==> src/rtl/matrix_arbiter_if.sv <==
// matrix_arbiter_if: request/grant/read-back bundle between two requesters and the matrix arbiter
// Signals:
//   req0/req1     request from requester 0/1
//   op0/op1       operation (00 read, 01 set, 10 clear, 11 toggle)
//   x0/y0, x1/y1  cell column/row, cell index = {y,x}
//   lock0/lock1   keep ownership after this op
//   flush         synchronous clear of the whole matrix
//   gnt0/gnt1     combinational grants
//   rdata/rvalid/rid  registered read result, its qualifier and originating requester
//   ones          registered count of set cells
//   owner_busy    a requester currently holds locked ownership
// Modports: slave = arbiter side, master = requester side.
interface matrix_arbiter_if;
    logic       req0, req1;
    logic [1:0] op0, op1;
    logic [1:0] x0, y0, x1, y1;
    logic       lock0, lock1;
    logic       flush;
    logic       gnt0, gnt1;
    logic       rdata, rvalid, rid;
    logic [4:0] ones;
    logic       owner_busy;
    modport slave (
        input  req0, req1, op0, op1, x0, y0, x1, y1, lock0, lock1, flush,
        output gnt0, gnt1, rdata, rvalid, rid, ones, owner_busy
    );
    modport master (
        output req0, req1, op0, op1, x0, y0, x1, y1, lock0, lock1, flush,
        input  gnt0, gnt1, rdata, rvalid, rid, ones, owner_busy
    );
endinterface

==> src/rtl/matrix_arbiter.sv <==
// matrix_arbiter: two-requester round-robin arbiter with burst locking over a 16-cell bit matrix
// Ports:
//   clk  rising-edge clock
//   rst  asynchronous active-high reset
//   bus  matrix_arbiter_if.slave (requests/ops in, grants/read data/population count out)
// Parameter MAX_BURST (1..15): committed ops a locked owner may issue before ownership ends.
module matrix_arbiter #(
    parameter int MAX_BURST = 4
) (
    input  logic            clk,
    input  logic            rst,
    matrix_arbiter_if.slave bus
);
    typedef enum logic [1:0] {ARB, OWN0, OWN1} state_t;
    localparam logic [3:0] LP_MAX = 4'(MAX_BURST);
    state_t      r_state, w_state_nx;
    logic        r_ptr, w_ptr_nx;
    logic [3:0]  r_burst, w_burst_nx, w_burst_inc;
    logic [15:0] r_cells, w_cells_nx;
    logic [4:0]  r_ones, w_ones_nx;
    logic        r_rdata, r_rid, r_rvalid;
    logic        w_gnt0, w_gnt1, w_commit, w_id, w_lock, w_cell, w_new, w_read;
    logic [1:0]  w_op;
    logic [3:0]  w_addr;
    // Grants look only at req, flush, state and pointer; r_ptr=1 favours requester 1.
    always_comb begin
        w_gnt0 = 1'b0;
        w_gnt1 = 1'b0;
        if (!rst && !bus.flush) begin
            case (r_state)
                OWN0:    w_gnt0 = bus.req0;
                OWN1:    w_gnt1 = bus.req1;
                default: begin
                    w_gnt0 = bus.req0 && !(bus.req1 && r_ptr);
                    w_gnt1 = bus.req1 && !(bus.req0 && !r_ptr);
                end
            endcase
        end
    end
    assign w_commit    = w_gnt0 | w_gnt1;
    assign w_id        = w_gnt1;
    assign w_op        = w_id ? bus.op1 : bus.op0;
    assign w_addr      = w_id ? {bus.y1, bus.x1} : {bus.y0, bus.x0};
    assign w_lock      = w_id ? bus.lock1 : bus.lock0;
    assign w_cell      = r_cells[w_addr];
    assign w_read      = w_commit && (w_op == 2'b00);
    assign w_new       = w_op[1] ? (w_op[0] ? ~w_cell : 1'b0) : (w_op[0] ? 1'b1 : w_cell);
    assign w_burst_inc = r_burst + 4'd1;
    // Population count tracks the single cell change of each commit instead of recounting.
    always_comb begin
        w_cells_nx = r_cells;
        w_ones_nx  = r_ones;
        if (bus.flush) begin
            w_cells_nx = '0;
            w_ones_nx  = '0;
        end else if (w_commit) begin
            w_cells_nx[w_addr] = w_new;
            w_ones_nx = r_ones + 5'(w_new & ~w_cell) - 5'(w_cell & ~w_new);
        end
    end
    always_comb begin
        w_state_nx = r_state;
        w_ptr_nx   = r_ptr;
        w_burst_nx = r_burst;
        if (bus.flush) begin
            w_state_nx = ARB;
            w_burst_nx = '0;
        end else begin
            case (r_state)
                ARB: begin
                    if (w_commit) begin
                        w_ptr_nx = ~w_id;
                        if (w_lock && LP_MAX > 4'd1) begin
                            w_state_nx = w_id ? OWN1 : OWN0;
                            w_burst_nx = 4'd1;
                        end
                    end
                end
                default: begin
                    // Without flush the owner is granted whenever it requests, so no commit means it let go.
                    if (!w_commit || !w_lock || w_burst_inc >= LP_MAX) begin
                        w_state_nx = ARB;
                        w_ptr_nx   = (r_state == OWN0);
                        w_burst_nx = '0;
                    end else begin
                        w_burst_nx = w_burst_inc;
                    end
                end
            endcase
        end
    end
    always_ff @(posedge clk or posedge rst) begin
        if (rst) begin
            r_state  <= ARB;
            r_ptr    <= 1'b0;
            r_burst  <= '0;
            r_cells  <= '0;
            r_ones   <= '0;
            r_rdata  <= 1'b0;
            r_rid    <= 1'b0;
            r_rvalid <= 1'b0;
        end else begin
            r_state  <= w_state_nx;
            r_ptr    <= w_ptr_nx;
            r_burst  <= w_burst_nx;
            r_cells  <= w_cells_nx;
            r_ones   <= w_ones_nx;
            r_rvalid <= w_read;
            if (w_read) begin
                r_rdata <= w_cell;
                r_rid   <= w_id;
            end
        end
    end
    assign bus.gnt0       = w_gnt0;
    assign bus.gnt1       = w_gnt1;
    assign bus.rdata      = r_rdata;
    assign bus.rvalid     = r_rvalid;
    assign bus.rid        = r_rid;
    assign bus.ones       = r_ones;
    assign bus.owner_busy = (r_state != ARB);
endmodule

==> src/flat_wrapper.sv <==
// flat-port wrapper written by rule: the top's interface ports become plain ports
module matrix_arbiter_flat 
#(
    parameter int MAX_BURST = 4
)
  (clk, rst, bus_req0, bus_req1, bus_op0, bus_op1, bus_x0, bus_y0, bus_x1, bus_y1, bus_lock0, bus_lock1, bus_flush, bus_gnt0, bus_gnt1, bus_rdata, bus_rvalid, bus_rid, bus_ones, bus_owner_busy);
  matrix_arbiter_if bus_i ();
  input  logic clk;
  input  logic rst;
  input wire logic [$bits(bus_i.req0)-1:0] bus_req0;
  input wire logic [$bits(bus_i.req1)-1:0] bus_req1;
  input wire logic [$bits(bus_i.op0)-1:0] bus_op0;
  input wire logic [$bits(bus_i.op1)-1:0] bus_op1;
  input wire logic [$bits(bus_i.x0)-1:0] bus_x0;
  input wire logic [$bits(bus_i.y0)-1:0] bus_y0;
  input wire logic [$bits(bus_i.x1)-1:0] bus_x1;
  input wire logic [$bits(bus_i.y1)-1:0] bus_y1;
  input wire logic [$bits(bus_i.lock0)-1:0] bus_lock0;
  input wire logic [$bits(bus_i.lock1)-1:0] bus_lock1;
  input wire logic [$bits(bus_i.flush)-1:0] bus_flush;
  output wire logic [$bits(bus_i.gnt0)-1:0] bus_gnt0;
  output wire logic [$bits(bus_i.gnt1)-1:0] bus_gnt1;
  output wire logic [$bits(bus_i.rdata)-1:0] bus_rdata;
  output wire logic [$bits(bus_i.rvalid)-1:0] bus_rvalid;
  output wire logic [$bits(bus_i.rid)-1:0] bus_rid;
  output wire logic [$bits(bus_i.ones)-1:0] bus_ones;
  output wire logic [$bits(bus_i.owner_busy)-1:0] bus_owner_busy;
  assign bus_i.req0 = bus_req0;
  assign bus_i.req1 = bus_req1;
  assign bus_i.op0 = bus_op0;
  assign bus_i.op1 = bus_op1;
  assign bus_i.x0 = bus_x0;
  assign bus_i.y0 = bus_y0;
  assign bus_i.x1 = bus_x1;
  assign bus_i.y1 = bus_y1;
  assign bus_i.lock0 = bus_lock0;
  assign bus_i.lock1 = bus_lock1;
  assign bus_i.flush = bus_flush;
  assign bus_gnt0 = bus_i.gnt0;
  assign bus_gnt1 = bus_i.gnt1;
  assign bus_rdata = bus_i.rdata;
  assign bus_rvalid = bus_i.rvalid;
  assign bus_rid = bus_i.rid;
  assign bus_ones = bus_i.ones;
  assign bus_owner_busy = bus_i.owner_busy;
  matrix_arbiter #(.MAX_BURST(MAX_BURST)) u_core (.clk(clk), .rst(rst), .bus(bus_i));
endmodule
==> config.mk <==
export PLATFORM = sky130hd
export DESIGN_NAME = matrix_arbiter_flat
export DESIGN_NICKNAME = d
export VERILOG_FILES = /design/src/rtl/matrix_arbiter_if.sv /design/src/rtl/matrix_arbiter.sv /design/src/flat_wrapper.sv
export SDC_FILE = /design/constraint.sdc
export NUM_CORES = 1
export LEC_CHECK = 0
export ABC_AREA = 1
export CORE_ASPECT_RATIO = 0.7
export CORE_MARGIN = 5
export CORE_UTILIZATION = 35
export DETAILED_ROUTE_END_ITERATION = 10
export GPL_ROUTABILITY_DRIVEN = 0
export PLACE_DENSITY = 0.52
export SETUP_SLACK_MARGIN = 0.5
export SYNTH_ARGS = -nofsm -noshare
export SYNTH_HDL_FRONTEND = slang
export SYNTH_SLANG_ARGS = --single-unit
==> constraint.sdc <==
create_clock -name clk -period 8.9 [get_ports clk]
set_clock_uncertainty 0.05 [all_clocks]
set_input_delay 0.89 -clock clk [delete_from_list [all_inputs] [get_ports clk]]
set_output_delay 0.89 -clock clk [all_outputs]
set_load 0.01 [all_outputs]
==> run metrics, run 1 <==
status=finished clean; pin count of the biggest net entering global routing=33; P&R area growth vs syn=19.2%; top cell type's share of synthesized area=0.340; vias in the first global route=1918; share of cells above drive strength 1=0.0924; Post-Synth XOR/XNOR Area=0.0231; Max Cap Viol=0; cell-internal power=between 300 and 400 uW; Mapped Area=between 2000 and 2500 um^2; Hold Buf Count CTS=0; leakage power total=between 0.001 and 0.0015 uW; Syn Nets=355; CP startpoint kind=input port; CTS sink count=31; area of the core=around 6300 um^2; post-synthesis compound-gate area fraction=0.0697; R2R Path End=u_core.bus.ones[4]; syn avg cell area=6.99 um^2; first-pass GRT wire length=9510 um; crit path cell chain=clkdlybuf4s50_1 > inv_2 > nand2_1 > nor2_1 > nand3_2 > o21ai_4 > inv_2 > nand2_1 > nand2_1 > nand2_1 > nand2_2 > nor3_1 > ha_1 > inv_1 > ha_1 > inv_1 > fa_1 > o21ai_0 > xor2_1 > o21ai_0; gr usage total=0.142; most frequent cells in the layout=inv_1, nor2_1, nand2_1; grt met3 use=0.0348; filler cell count=between 600 and 700; Site Rows=24; CP max-delay cell=clkdlybuf4s50_1; met1 Use GR=0.222; setup slack, reg-to-reg=just over 5 ns; crit path kind=input port to flop; Sequential Area=776 um^2; Critical Path Most Common Cell=nand2_1; RR Startpoint=u_core.r_state[1]; final worst-path cycle share=0.528; Combinational Power Share=0.477; routed vias/inst=4.55; CP Launch Point=bus_flush; CTS root buf=clkbuf_8; FF+latch count, synth=31; Net Sw Frac=0.398; largest area contributor in the netlist=dfrtp_1; power per cell area=about 210 nW/um^2; worst skew pair latency=~0.28 ns; max incr delay on CP=between 0.8 and 0.9 ns; Final Hold Fails=0; # setup viols final=0; CTS tree=done; top cells by area, synth=dfrtp_1, inv_1, nor2_1; # nets final=385; multi-input combinational cell area=around 1200 um^2; mux cell area share after synthesis=0.00494; worst hold slack=around 0.47 ns; sequential share of the synthesized area=0.340; critical path data required time=roughly 9 ns; Post-CTS Repair Setup Buffers=0; Worst Setup End Kind=flop; Slew @ Worst Pin=0.839 ns; post-route setup TNS=0 ns; crit path DAT=between 4 and 5 ns; clock share of power=0.215; Vias=between 1.5k and 2k; GR Util met2=0.194; antenna diode instance count=0; initial antenna violation count=0; CTS clk-pin slew, worst paths=0.07 ns; largest family of logic cells by synthesized area=simple AND/OR/NAND/NOR gates; unique cell type count in the Yosys netlist=35; Hold Path Class=flop to flop; Slew headroom=0.439; crit-path max FO=20; Worst IR Drop VDD=roughly 0.14 mV; gr busiest metal=met1; Fmax=approximately 0.21 GHz; wirelength, routed=5430 um; Initial Utilization=0.363; DR iter-0 viols=126; Die Span Y=just under 80 um; Reg2Reg Depth=21; fin. max-slew vios=0; Gates resized, CTS repair=0; drt pass-1 iters=4; clk buf depth=2; Setup crit end=u_core.bus.ones[4]; htree depth=2; adder-cell share of the synthesized area=0.0582; sequential power share=0.307; Tmin final=around 4.7 ns; I/O pin count=30; dpl hpwl=approximately 4200 um; synthesized netlist cell count=between 300 and 400; CTS buffer count=5; commonest non-fill, non-tap cell in the layout=inv_1; drt drc=0; WL/cell=around 12 um; Sw Pwr=230 uW; RSZ-0062 raised after global routing=false; gr ovfl total=0; # port buffers=29; Die ar.=8250 um^2; Synth Area in Simple Gates=0.366; ANT nets after route=0; Ys Warns=0; Die W=around 110 um
[power by group through the flow]
stage | Combinational (uW) | Clock [uW] | Sequential, uW
after floorplan | 196 | 0 | 184
after global placement | 280 | 0 | 180
after detailed placement | 276 | 0 | 180
after CTS | 278 | 128 | 178
after global routing | 313 | 137 | 180
final | 276 | 124 | 177
[cell type report]
cell class / count / area share
multi-input cells: 219 / 0.438
repair buffers: 29 / 0.107
flip-flops and latches: 31 / 0.286
inverters: 70 / 0.0967
clock buffers: 8 / 0.0368
well taps: 78 / 0.0359
[cell usage after synthesis (all sizes together)]
| cell | number |
|---|---|
| inv | 70 |
| nor2 | 68 |
| nand2 | 62 |
| nand3 | 37 |
| dfrtp | 31 |
| o21ai | 12 |
| ha | 9 |
| buf | 5 |
| nand3b | 5 |
| o22ai | 5 |
| xor2 | 5 |
| a21oi | 4 |
| nor4 | 3 |
| nor3 | 2 |
| a211oi | 1 |
| a32o | 1 |
| clkbuf | 1 |
| fa | 1 |
| mux2 | 1 |
| nand4 | 1 |
| or2 | 1 |
| xnor2 | 1 |
[metal layers]
metal	share of wire	up-vias	wire length [um]
li1	-	1061	-
met1	0.58	880	3150
met2	0.38	31	2050
met3	0.035	6	192
met4	0.0074	0	40
met5	0	-	0
[cells by family (layout without fill, tap and decap cells)]
| logic type | Yosys count | in the layout |
|---|---|---|
| flops | 31 | 31 |
| mux | 1 | 1 |
| buf+inv | 76 | 107 |
| xor+xnor | 6 | 6 |
| simple gates | 179 | 179 |
| compound gates | 23 | 23 |
| fa+ha+maj | 10 | 10 |
[flip-flops by register name, summed over array words and instances (netlist names)]
| register | cells |
|---|---|
| u_core.bus.ones | 5 |
| u_core.bus.rdata | 1 |
| u_core.bus.rid | 1 |
| u_core.bus.rvalid | 1 |
| u_core.r_burst | 4 |
| u_core.r_cells | 16 |
| u_core.r_ptr | 1 |
| u_core.r_state | 2 |
[through the flow]
step	instances	instance area, um^2	setup slack [ns]	total power (uW)	util
floorplan	326	2280	5.07	379	-
global placement	427	2620	3.97	460	0.417
detailed placement	427	2620	3.83	456	0.417
CTS	435	2720	4.12	584	0.433
global route	435	2720	3.72	631	0.433
finish	435	2720	4.20	577	0.433
[critical path, delay by kind of cell]
| family | cells | cell delay (ns) |
|---|---|---|
| AOI/OAI and AO/OA | 3 | 0.67 |
| xor gates and xnor gates | 1 | 0.15 |
| adders and majority gates | 3 | 0.80 |
| buffers and inverters | 5 | 1.33 |
| and+or+nand+nor | 8 | 0.96 |
[worst min-delay path by stage]
stage | start | to | slack, ns | cells past startpoint
after floorplan | u_core.r_burst[3] | u_core.r_burst[3] | 0.42 | 2
after global placement | u_core.bus.rdata | u_core.bus.rdata | 0.45 | 1
after detailed placement | u_core.bus.rdata | u_core.bus.rdata | 0.46 | 1
after CTS | u_core.bus.rdata | u_core.bus.rdata | 0.47 | 1
after global routing | u_core.bus.rdata | u_core.bus.rdata | 0.49 | 1
final | u_core.bus.rdata | u_core.bus.rdata | 0.47 | 1
(Power assumes the default switching activity.)
==> inputs of run 2 (changes only) <==
PLACE_DENSITY = 0.54   (was 0.52)
clock period = 3.8 ns   (was 8.9 ns; I/O delays follow)
==> run metrics, run 2 (synthesized netlist as in run 1, its figures left out) <==
status=finished clean (unchanged); Initial Utilization=0.363 (unchanged); final worst-path cycle share=0.836; Slew @ Worst Pin=0.416 ns (was 0.839 ns); CTS tree=done (unchanged); RSZ-0062 raised after global routing=true (was false); Hold Buf Count CTS=0 (unchanged); P&R area growth vs syn=31.5% (was 19.2%); Final Hold Fails=0 (unchanged); wirelength, routed=5880 um (was 5430 um); Reg2Reg Depth=21 (unchanged); CTS root buf=clkbuf_8 (unchanged); CTS sink count=31 (unchanged); crit path cell chain=inv_2 > ha_4 > inv_4 > nor2_4 > inv_2 > nand3_4 > buf_8 > o21ai_4 > inv_1 > nor2_2 > nand2_1 > nand2_2 > nor3_2 > ha_1 > inv_2 > ha_4 > inv_2 > fa_2 > o21ai_2 > xor2_1 > o21ai_1 (was clkdlybuf4s50_1 > inv_2 > nand2_1 > nor2_1 > nand3_2 > o21ai_4 > inv_2 > nand2_1 > nand2_1 > nand2_1 > nand2_2 > nor3_1 > ha_1 > inv_1 > ha_1 > inv_1 > fa_1 > o21ai_0 > xor2_1 > o21ai_0); Crit path max-delay family=adder cells (was buffers and inverters); area post-placement=2690 um^2 (was 2620 um^2); initial antenna violation count=0 (unchanged); critical path data required time=3.93 ns (was 9.00 ns); Die ar.=8250 um^2 (unchanged); power per cell area=496 nW/um^2 (was 213 nW/um^2); # nets final=406 (was 385); worst skew pair latency=0.29 ns (was 0.28 ns); clock share of power=0.178 (was 0.215); fin worst setup slack=0.622 ns (was 4.20 ns); crit path DAT=3.31 ns (was 4.80 ns); antenna diode instance count=0 (unchanged); Worst IR Drop VDD=0.358 mV (was 0.144 mV); drt drc=0 (unchanged); Fmax=approximately 0.31 GHz; Sw Pwr=598 uW (was 230 uW); # setup viols final=0 (unchanged); DR iter-0 viols=82 (was 126); CP startpoint kind=flop (was input port); Critical Path Most Common Cell=inv_2 (was nand2_1); Vias=2097 (was 1978); Max Cap Viol=0 (unchanged); CP max-delay cell=dfrtp_1 (was clkdlybuf4s50_1); Biggest register=u_core.r_cells (unchanged); fin. max-slew vios=0 (unchanged); WP depth=21 (was 20); most frequent cells in the layout=inv_1, nor2_1, nand2_1 (unchanged); Combinational Power Share=0.541 (was 0.477); Tmin final=around 3.2 ns; Site Rows=24 (unchanged); area of the core=6280 um^2 (unchanged); CTS clk-pin slew, worst paths=0.07 ns (about the same); max incr delay on CP=0.40 ns (was 0.85 ns); post-route setup TNS=0 ns (unchanged); Hold Path Class=flop to flop (unchanged); gr usage total=0.154 (was 0.142); final instance area=3000 um^2 (was 2720 um^2); fin util=0.477 (was 0.433); pin count of the biggest net entering global routing=32 (was 33); fin cells=455 (was 435); WL/cell=12.9 um (was 12.5 um); Slew headroom=0.723 (was 0.439); gr ovfl total=0 (unchanged); dpl hpwl=4340 um (was 4230 um); crit path kind=flop to flop (was input port to flop); Die W=106 um (unchanged); clk buf depth=2 (unchanged); # port buffers=29 (unchanged); ANT nets after route=0 (unchanged); I/O pin count=30 (unchanged); sequential power share=0.281 (was 0.307); crit-path max FO=6 (was 20); CTS buffer count=5 (unchanged); drt pass-1 iters=4 (unchanged); htree depth=2 (unchanged); routed vias/inst=4.61 (was 4.55); first-pass GRT wire length=10200 um (was 9510 um); Post-Place Worst Slack=0.0232 ns (was 3.83 ns); Worst Setup End Kind=flop (unchanged); share of cells above drive strength 1=0.204 (was 0.0924); Die Span Y=77.5 um (unchanged); leakage power total=0.00152 uW (was 0.00140 uW); Net Sw Frac=0.403 (was 0.398); hold depth=2 (was 1); cell-internal power=887 uW (was 348 uW); critical path buffer and inverter count=7 (was 5); Placed Cells=437 (was 427); max reg flops=16 (unchanged); vias in the first global route=2161 (was 1918)
## run 2: cell types whose count changed in the layout (fill, tap and decap cells not counted), sizes merged
cell and delta:
buf +20, clkbuf -2, clkdlybuf4s50 -1, clkinv +1
dlymetal6s2s +1, nand3 +1
## run 2: per-layer routing
layer,part of all wire,vias up,GRT usage,routed length (um)
met4,0.012,0,0.0473,72
met1,0.53,945,0.217,3090
met2,0.41,41,0.236,2430
met5,0,-,0,0
met3,0.050,7,0.0340,292
li1,-,1104,-,-
## run 2: power by group through the flow
stage	clock [uW]	combinational [uW]	sequential, uW
3_5_place_dp	0	671	423
5_1_grt	290	892	427
2_1_floorplan	0	458	430
4_1_cts	275	760	418
6_report	264	803	418
3_3_place_gp	0	673	422
## run 2: stage by stage
stage / total power (uW) / hold slack (ns)
global placement: 1090 / 0.446
detailed placement: 1090 / 0.451
floorplan: 888 / 0.175
finish: 1490 / 0.459
CTS: 1450 / 0.464
global route: 1610 / 0.506
## run 2: repair_timing
action	CTS	global route
pin swaps	9	18
setup endpoints to repair	3	3
hold endpoints to repair	0	0
gates cloned	0	1
gates resized for setup	21	18
setup buffers	7	3
## run 2: path summary, 6_finish.rpt
check,from,end,slack [ns]
worst max-delay path,u_core.r_state[1],u_core.bus.ones[4],0.62
worst min-delay path,u_core.r_burst[3],u_core.r_burst[3],0.46
worst max register to register,u_core.r_state[1],u_core.bus.ones[4],0.62
worst min register to register,u_core.r_burst[3],u_core.r_burst[3],0.46
max in group asynchronous,rst,u_core.r_cells[4],2.85
min in group asynchronous,rst,u_core.bus.rvalid,0.55
## run 2: area by class of cell
class / instances / area (um^2)
well taps: 78 / 97.6
clock inverters: 1 / 5.00
fillers: 630 / 3280
multi-input cells: 220 / 1310
inverters: 70 / 268
clock buffers: 6 / 82.6
flip-flops and latches: 31 / 776
repair buffers: 49 / 458
## run 2: worst register-to-register path, cell delays in order, from the launching register on
cell and delay [ns]:
dfrtp_1 0.40, inv_2 0.09, ha_4 0.21, inv_4 0.08, nor2_4 0.05, inv_2 0.06
nand3_4 0.13, buf_8 0.18, o21ai_4 0.18, inv_1 0.10, nor2_2 0.13, nand2_1 0.07
nand2_2 0.07, nor3_2 0.05, ha_1 0.28, inv_2 0.07, ha_4 0.13, inv_2 0.04
fa_2 0.35, o21ai_2 0.15, xor2_1 0.15, o21ai_1 0.08
